`src/rtl/iter_shift_unit_if.sv`:
```
// Handshake/bus bundle between the control unit and the iterative shift unit.
// CarryOut exists only when SHIFT_CARRY_EN is defined.
interface iter_shift_unit_if #(
    parameter int unsigned DATA_W = 16,
    parameter int unsigned IMM_W  = 5
);
    localparam int unsigned SHAMT_W = $clog2(DATA_W);

    logic               start;
    logic               imm_sel;
    logic [DATA_W-1:0]  OperandA;
    logic [IMM_W-1:0]   Immediate;
    logic [1:0]         Mode;
    logic [SHAMT_W-1:0] Amount;
    logic               busy;
    logic               done;
    logic [DATA_W-1:0]  Result;
`ifdef SHIFT_CARRY_EN
    logic               CarryOut;

    modport master (
        output start, imm_sel, OperandA, Immediate, Mode, Amount,
        input  busy, done, Result, CarryOut
    );

    modport slave (
        input  start, imm_sel, OperandA, Immediate, Mode, Amount,
        output busy, done, Result, CarryOut
    );
`else
    modport master (
        output start, imm_sel, OperandA, Immediate, Mode, Amount,
        input  busy, done, Result
    );

    modport slave (
        input  start, imm_sel, OperandA, Immediate, Mode, Amount,
        output busy, done, Result
    );
`endif
endinterface

```
`src/rtl/iter_shift_unit.sv`:
```
// Iterative shift unit: shifts a register or sign-extended immediate one bit per clock.
// Optional feature: define SHIFT_CARRY_EN to add the CarryOut register/port.
module iter_shift_unit #(
    parameter int unsigned DATA_W = 16,
    parameter int unsigned IMM_W  = 5
) (
    input logic              clk,
    input logic              rst_n,
    iter_shift_unit_if.slave bus
);
    localparam int unsigned SHAMT_W = $clog2(DATA_W);

    localparam logic [1:0] MODE_SLL = 2'b00;
    localparam logic [1:0] MODE_SRL = 2'b01;
    localparam logic [1:0] MODE_SRA = 2'b10;
    localparam logic [1:0] MODE_ROL = 2'b11;

    typedef enum logic [1:0] {
        S_IDLE  = 2'b00,
        S_SHIFT = 2'b01,
        S_DONE  = 2'b10
    } state_t;

    state_t             state;
    logic               busy_q;
    logic               done_q;
    logic [DATA_W-1:0]  result_q;
    logic [SHAMT_W-1:0] count_q;
    logic [1:0]         mode_q;

    logic [DATA_W-1:0]  operand;
    logic [DATA_W-1:0]  shifted;
    logic               accept;
    logic               shift_en;

    assign accept   = bus.start && ((state == S_IDLE) || (state == S_DONE));
    assign shift_en = (state == S_SHIFT) && (count_q != '0);

    // Operand selection: immediate is sign-extended to the datapath width.
    always_comb begin
        operand = bus.OperandA;
        if (bus.imm_sel) begin
            operand = DATA_W'($signed(bus.Immediate));
        end
    end

    // One-bit step of the latched mode.
    always_comb begin
        shifted = result_q;
        unique case (mode_q)
            MODE_SLL: shifted = {result_q[DATA_W-2:0], 1'b0};
            MODE_SRL: shifted = {1'b0, result_q[DATA_W-1:1]};
            MODE_SRA: shifted = {result_q[DATA_W-1], result_q[DATA_W-1:1]};
            MODE_ROL: shifted = {result_q[DATA_W-2:0], result_q[DATA_W-1]};
            default:  shifted = result_q;
        endcase
    end

    // Control FSM with registered busy/done and the shift register itself.
    always_ff @(posedge clk or negedge rst_n) begin
        if (!rst_n) begin
            state    <= S_IDLE;
            busy_q   <= 1'b0;
            done_q   <= 1'b0;
            result_q <= '0;
            count_q  <= '0;
            mode_q   <= MODE_SLL;
        end else begin
            unique case (state)
                S_IDLE, S_DONE: begin
                    if (accept) begin
                        state    <= S_SHIFT;
                        busy_q   <= 1'b1;
                        done_q   <= 1'b0;
                        result_q <= operand;
                        mode_q   <= bus.Mode;
                        count_q  <= bus.Amount;
                    end else begin
                        state  <= S_IDLE;
                        busy_q <= 1'b0;
                        done_q <= 1'b0;
                    end
                end
                S_SHIFT: begin
                    if (shift_en) begin
                        result_q <= shifted;
                        count_q  <= count_q - SHAMT_W'(1);
                    end else begin
                        state  <= S_DONE;
                        busy_q <= 1'b0;
                        done_q <= 1'b1;
                    end
                end
                default: begin
                    state  <= S_IDLE;
                    busy_q <= 1'b0;
                    done_q <= 1'b0;
                end
            endcase
        end
    end

    assign bus.busy   = busy_q;
    assign bus.done   = done_q;
    assign bus.Result = result_q;

`ifdef SHIFT_CARRY_EN
    logic carry_q;
    logic carry_bit;

    // Left-going modes lose the MSB, right-going modes lose the LSB.
    always_comb begin
        carry_bit = result_q[0];
        if ((mode_q == MODE_SLL) || (mode_q == MODE_ROL)) begin
            carry_bit = result_q[DATA_W-1];
        end
    end

    always_ff @(posedge clk or negedge rst_n) begin
        if (!rst_n) begin
            carry_q <= 1'b0;
        end else if (accept) begin
            carry_q <= 1'b0;
        end else if (shift_en) begin
            carry_q <= carry_bit;
        end
    end

    assign bus.CarryOut = carry_q;
`endif

endmodule

```
`src/flat_wrapper.sv`:
```
// flat-port wrapper written by rule: the top's interface ports become plain ports
module iter_shift_unit_flat 
#(
    parameter int unsigned DATA_W = 16,
    parameter int unsigned IMM_W  = 5
)
  (clk, rst_n, bus_start, bus_imm_sel, bus_OperandA, bus_Immediate, bus_Mode, bus_Amount, bus_busy, bus_done, bus_Result);
  iter_shift_unit_if #(.DATA_W(DATA_W), .IMM_W(IMM_W)) bus_i ();
  input logic clk;
  input logic rst_n;
  input wire logic [$bits(bus_i.start)-1:0] bus_start;
  input wire logic [$bits(bus_i.imm_sel)-1:0] bus_imm_sel;
  input wire logic [$bits(bus_i.OperandA)-1:0] bus_OperandA;
  input wire logic [$bits(bus_i.Immediate)-1:0] bus_Immediate;
  input wire logic [$bits(bus_i.Mode)-1:0] bus_Mode;
  input wire logic [$bits(bus_i.Amount)-1:0] bus_Amount;
  output wire logic [$bits(bus_i.busy)-1:0] bus_busy;
  output wire logic [$bits(bus_i.done)-1:0] bus_done;
  output wire logic [$bits(bus_i.Result)-1:0] bus_Result;
  assign bus_i.start = bus_start;
  assign bus_i.imm_sel = bus_imm_sel;
  assign bus_i.OperandA = bus_OperandA;
  assign bus_i.Immediate = bus_Immediate;
  assign bus_i.Mode = bus_Mode;
  assign bus_i.Amount = bus_Amount;
  assign bus_busy = bus_i.busy;
  assign bus_done = bus_i.done;
  assign bus_Result = bus_i.Result;
  iter_shift_unit #(.DATA_W(DATA_W), .IMM_W(IMM_W)) u_core (.clk(clk), .rst_n(rst_n), .bus(bus_i));
endmodule
```
`config.mk`:
```
export PLATFORM = sky130hd
export DESIGN_NAME = iter_shift_unit_flat
export DESIGN_NICKNAME = d
export VERILOG_FILES = /design/src/rtl/iter_shift_unit_if.sv /design/src/rtl/iter_shift_unit.sv /design/src/flat_wrapper.sv
export SDC_FILE = /design/constraint.sdc
export NUM_CORES = 1
export LEC_CHECK = 0
export CORE_AREA = 2 2 60 62
export DETAILED_ROUTE_END_ITERATION = 10
export DIE_AREA = 0 0 62 64
export MAX_ROUTING_LAYER = met4
export PLACE_DENSITY = 0.79
export SYNTH_ARGS = -nofsm -noshare
export SYNTH_HDL_FRONTEND = slang
export SYNTH_SLANG_ARGS = --single-unit
```
`constraint.sdc`:
```
create_clock -name clk -period 2.2 [get_ports clk]
set_input_delay 0.22 -clock clk [delete_from_list [all_inputs] [get_ports clk]]
set_output_delay 0.22 -clock clk [all_outputs]
set_load 0.03 [all_outputs]
```
# == Yosys cells after proc, flatten, opt, wreduce, memory -nomap -nowiden ==
# Index checks and enable logic that the tools add are counted.
# totals
reg_bits,26
in_bits,31
out_inout_bits,18
word_cells,44
# classes
addsub,1
eq_ne,9
mux,16
n_reduce_logical,11
# ops
operator,count
$pmux W16 S4,1
$mux W16,3
$pmux W16 S2,1
$mux W4,2
$pmux W4 S2,1
$eq A2 B2 Y1 const B,3
$mux W1,5
$eq A2 B1 Y1 const B,2
$logic_not A2 Y1,2
$ne A2 B1 Y1 const B,2
$ne A2 B2 Y1 const B,2
$pmux W2 S2,1
$reduce_and A4 Y1,1
$reduce_bool A4 Y1,1
$sub A4 B1 Y4 const B,1
$reduce_and A3 Y1,1
$logic_and A1 B1 Y1,2
$mux W2,1
$pmux W1 S2,1
$reduce_and A2 Y1,1
$reduce_bool A2 Y1,1
$reduce_or A2 Y1,1
$logic_or A1 B1 Y1,1

# == Depth between registers and ports, before layout ==
# logic_depth
ltp_word,5
ltp_mapped,8
depth_no_buf,7

# == Worst setup path after synthesis ==
# No wires, ideal clock.
# synth_path
path_kind,reg2reg
from,register u_core.count_q[0]
to,register u_core.count_q[0]
setup_ns,0.128
t_arrival_ns,1.625
required_time_ns,2.072
setup_slack_ns,0.447
path_stages_with_launch,9
n_path_buf,1
synth_period_minus_slack_ns,1.753
path_cell_list,dfrtp_1 > inv_1 > ha_1 > or3b_4 > a21oi_4 > inv_2 > buf_2 > nand3_1 > o211ai_2
# synth_via
elab_chain_cells,4
elab_cells_between_ends,7
classes_between,1 x add/sub; 1 x eq/ne; 2 x mux; 3 x reduce/logical
# synth_lines
item,line,rtl
start: declaration,iter_shift_unit.sv:28,logic [SHAMT_W-1:0] count_q;
start signal: assignment,iter_shift_unit.sv:77,count_q <= bus.Amount;
start signal: assignment,iter_shift_unit.sv:87,count_q <= count_q - SHAMT_W'(1);
"parallel branches: the longest is 4 deep, another holds $sub A4 B1 Y4",n/a,
# Parallel ways; which one is timed is not known. The select of a mux whose other input is x is not followed.
# A chain may end at the register's enable or synchronous reset.

# == Final worst setup path ==
# layout_path
from,register u_core.count_q[0]
to,register u_core.result_q[15] (netlist: u_core.bus.Result[15])
# layout_via
elab_chain_cells,4
# layout_lines
item,line,rtl
$reduce_bool A4 Y1,iter_shift_unit.sv:37,assign shift_en = (state == S_SHIFT) && (count_q != '0);
$logic_and A1 B1 Y1,iter_shift_unit.sv:37,
$ne A2 B1 Y1 (no line),n/a,
$reduce_and A4 Y1 (no line),n/a,
end signal: assignment,iter_shift_unit.sv:75,result_q <= operand;
end signal: assignment,iter_shift_unit.sv:86,result_q <= shifted;
end: declaration,iter_shift_unit.sv:27,logic [DATA_W-1:0] result_q;
# No other way between the ends.

==> impl_metrics.csv <==
group,metric,value,unit
clock_network,cts.clk_slew.worst_paths,0.14,ns
critical_path,cp.arrival,2.15,ns
clock_network,clk_path_buf_depth,2,
global_route,grt_usage,20.5,%
critical_path,rr_worst_depth,7,
timing,fin_skew,0.00994,ns
timing,period_share,88.2,%
clock_network,htreeDepth,1,
detailed_routing,wl_per_cell,14.6,um
logic_synthesis,syn-cell-area,1490,sq um
logic_synthesis,synthCells,153,
finish,layout_commonest_cell,"clkdlybuf4s50_1",
logic_synthesis,ys_warn_count,0,
timing,finalSetupTns,0,ns
die,initial_core_util,45.2,%
logic_synthesis,ys_ff_latch,24,
placement,hpwlAfterDp,2750,um
critical_path,cp-startpoint,"u_core.count_q[0]",
die,die-height,64,um
detailed_routing,vias,1298,
critical_path,rr_endpoint,"u_core.bus.Result[15]",
pwr,power_density,1690,nW/um^2
critical_path,crit_end,"u_core.bus.Result[15]",
timing,fmax,516,MHz
logic_synthesis,synth-seq-area-share,40.4,%
timing,rsz0062_at_grt,"false",
outcome,outcome,"complete, no violations",
finish,layout_common_cells,"clkdlybuf4s50_1 (48), dfrtp_1 (24), a21oi_1 (17)",
clock_network,clkLatencyLatePin,0.33,ns
finish,num_antenna_cells,0,
finish,fin_nets,237,
pwr,p_clk_share,9.1,%
critical_path,r2r_setup_slack,0.26,ns
placement,gp_congestion,0.841,
global_route,grt_max_degree,32,
global_route,grt_pass1_wl,6090,um
pwr,p_comb_share,64.9,%
logic_synthesis,syn_avg_cell_area,9.71,sq um
die,rows,21,
clock_network,postCtsSetupBuffers,0,
timing,max_slew_margin,71.4,%
pwr,p_switching,1.54,mW
critical_path,worstSetupPathType,"reg2reg",
placement,io_buffers,48,
global_route,grt_pass1_vias,1291,
timing,fin_hold_ws,0.228,ns
detailed_routing,detail-route-antenna-nets,0,
critical_path,startpoint_type,"register",
pwr,p_int,1.99,mW
die,die_w,62,um
logic_synthesis,yosysUniqueCellTypes,28,
finish,drive_gt1_share,17.2,%
finish,fillers,293,
detailed_routing,first_iter_violations,65,
hold_path,hp-class,"in2async",
detailed_routing,post_drt_via_cell_ratio,5.21,
pwr,leakage,0.853,nW
clock_network,cts_tree,"done",
finish,area_delta_synth_final,40.2,%
critical_path,crit_required,2.41,ns
clock_network,clock_sink_count,24,
pwr,ir_drop,821,uV
die,core_area,3280,sq um
die,pin_count,49,
clock_network,cts_made_buffers,3,
global_route,grt_overflow_total,0,
global_route,antenna_found_initial,0,
logic_synthesis,synth_fp_nets,186,
timing,worst_pin_slew,0.429,ns
critical_path,endpoint_kind,"register",
job,maxCapViolCount,0,
detailed_routing,dr.pass1.iters,4,
critical_path,r2r-start,"u_core.count_q[0]",
timing,drv_slew,0,
pwr,switching_share,43.7,%
critical_path,worstPathMaxFanout,31,
die,fp.dieArea,3970,sq um
detailed_routing,drc,0,
detailed_routing,routed_wl,3640,um
timing,period_minus_slack,1.94,ns
clock_network,cts_root_buffer,"clkbuf_4",
timing,setup_viol,0,
timing,hold_violations,0,
pwr,pwr-share-seq,26.0,%
==> power by group through the flow <==
stage	clock network, mW	logic, mW	registers [mW]
after floorplan	0	1.39	1.16
after global placement	0	2.22	0.910
after detailed placement	0	2.28	0.923
after CTS	0.328	2.30	0.915
after global routing	0.348	2.49	0.946
final	0.322	2.29	0.916
==> metrics by stage <==
step / total power [mW] / util [%] / instance area [sq um] / worst slack, ns / std cells
global route: 3.79 / 63.4 / 2080 / 0.0990 / 249
detailed placement: 3.21 / 61.7 / 2030 / 0.188 / 245
finish: 3.53 / 63.4 / 2080 / 0.260 / 249
CTS: 3.54 / 63.3 / 2080 / 0.174 / 249
global placement: 3.13 / 61.7 / 2030 / 0.294 / 245
floorplan: 2.55 / - / 1490 / 0.447 / 153
==> cell families after synthesis <==
kind of cell | synth area share [%]
AO/OA/AOI/OAI | 19.0
XOR/XNOR | 1.10
adder cells (fa/ha/maj) | 1.68
buffers and inverters | 4.30
flip-flops | 40.4
multiplexers | 17.2
AND/OR/NAND/NOR | 16.3
==> synth_stat cells <==
cell      number  area, sq um
clkbuf_1       2         7.51
xnor2_2        1         16.3
inv_1          3         11.3
nand3b_1       1         7.51
nand3_1        3         15.0
dfrtp_1       24          601
o21ai_0       11         55.1
inv_2          1         3.75
o22ai_1        9         56.3
nand2b_1       3         18.8
nor3_1         1         5.00
a21oi_4        1         16.3
nand2_1       10         37.5
nor2_1        14         52.6
buf_2          6         30.0
a21oi_1       17         85.1
ha_1           2         25.0
o211ai_2       1         12.5
or3b_4         1         11.3
buf_6          1         11.3
o22ai_2        2         25.0
nor2b_1       15         93.8
o211ai_1       1         7.51
mux2_2         8         90.1
mux2i_1        3         30.0
a211oi_1       1         7.51
mux2_4         9          135
a311oi_1       2         17.5
==> worst min-delay path by stage <==
stage | start | endpoint | slack (ns)
6_report | rst_n | u_core.bus.Result[11] | 0.23
5_1_grt | rst_n | u_core.bus.done | 0.26
4_1_cts | rst_n | u_core.bus.done | 0.23
3_5_place_dp | u_core.bus.Result[0] | u_core.bus.Result[0] | 0.53
3_3_place_gp | u_core.bus.Result[0] | u_core.bus.Result[0] | 0.51
2_1_floorplan | rst_n | u_core.bus.Result[0] | -0.08
==> sequential cells by signal, summed over array words and instances, names as in the netlist <==
signal             count
u_core.bus.Result     16
u_core.bus.busy        1
u_core.bus.done        1
u_core.count_q         4
u_core.mode_q          2
==> layout make-up <==
cell class	count	area [sq um]	area share [%]
Multi-Input combinational cell	116	821	39.4
Sequential cell	24	601	28.8
Timing Repair Buffer	55	533	25.6
Tap cell	46	57.6	2.76
Clock inverter	1	30.0	1.44
Clock buffer	3	22.5	1.08
Inverter	4	17.5	0.841
==> layer usage <==
| metal | track usage [%] | up-vias | share of wire [%] |
|---|---|---|---|
| li1 | - | 641 | - |
| met5 | - | - | 0 |
| met4 | 3.72 | 0 | 0.69 |
| met3 | 4.25 | 5 | 5.8 |
| met2 | 32.7 | 36 | 50 |
| met1 | 26.8 | 616 | 43 |
==> worst max-delay path, cell delays in order (launching register included) <==
cell     delay, ns
dfrtp_1       0.41
inv_1         0.14
ha_1          0.16
or3b_4        0.39
a21oi_4       0.31
inv_4         0.19
a21oi_1       0.17
a21oi_1       0.05
==> timing repair <==
action                     4_1_cts  5_1_grt
gates resized for setup          0        2
hold buffers                     0        0
setup endpoints to repair        0        1
Power figures use the tool's default switching activity.
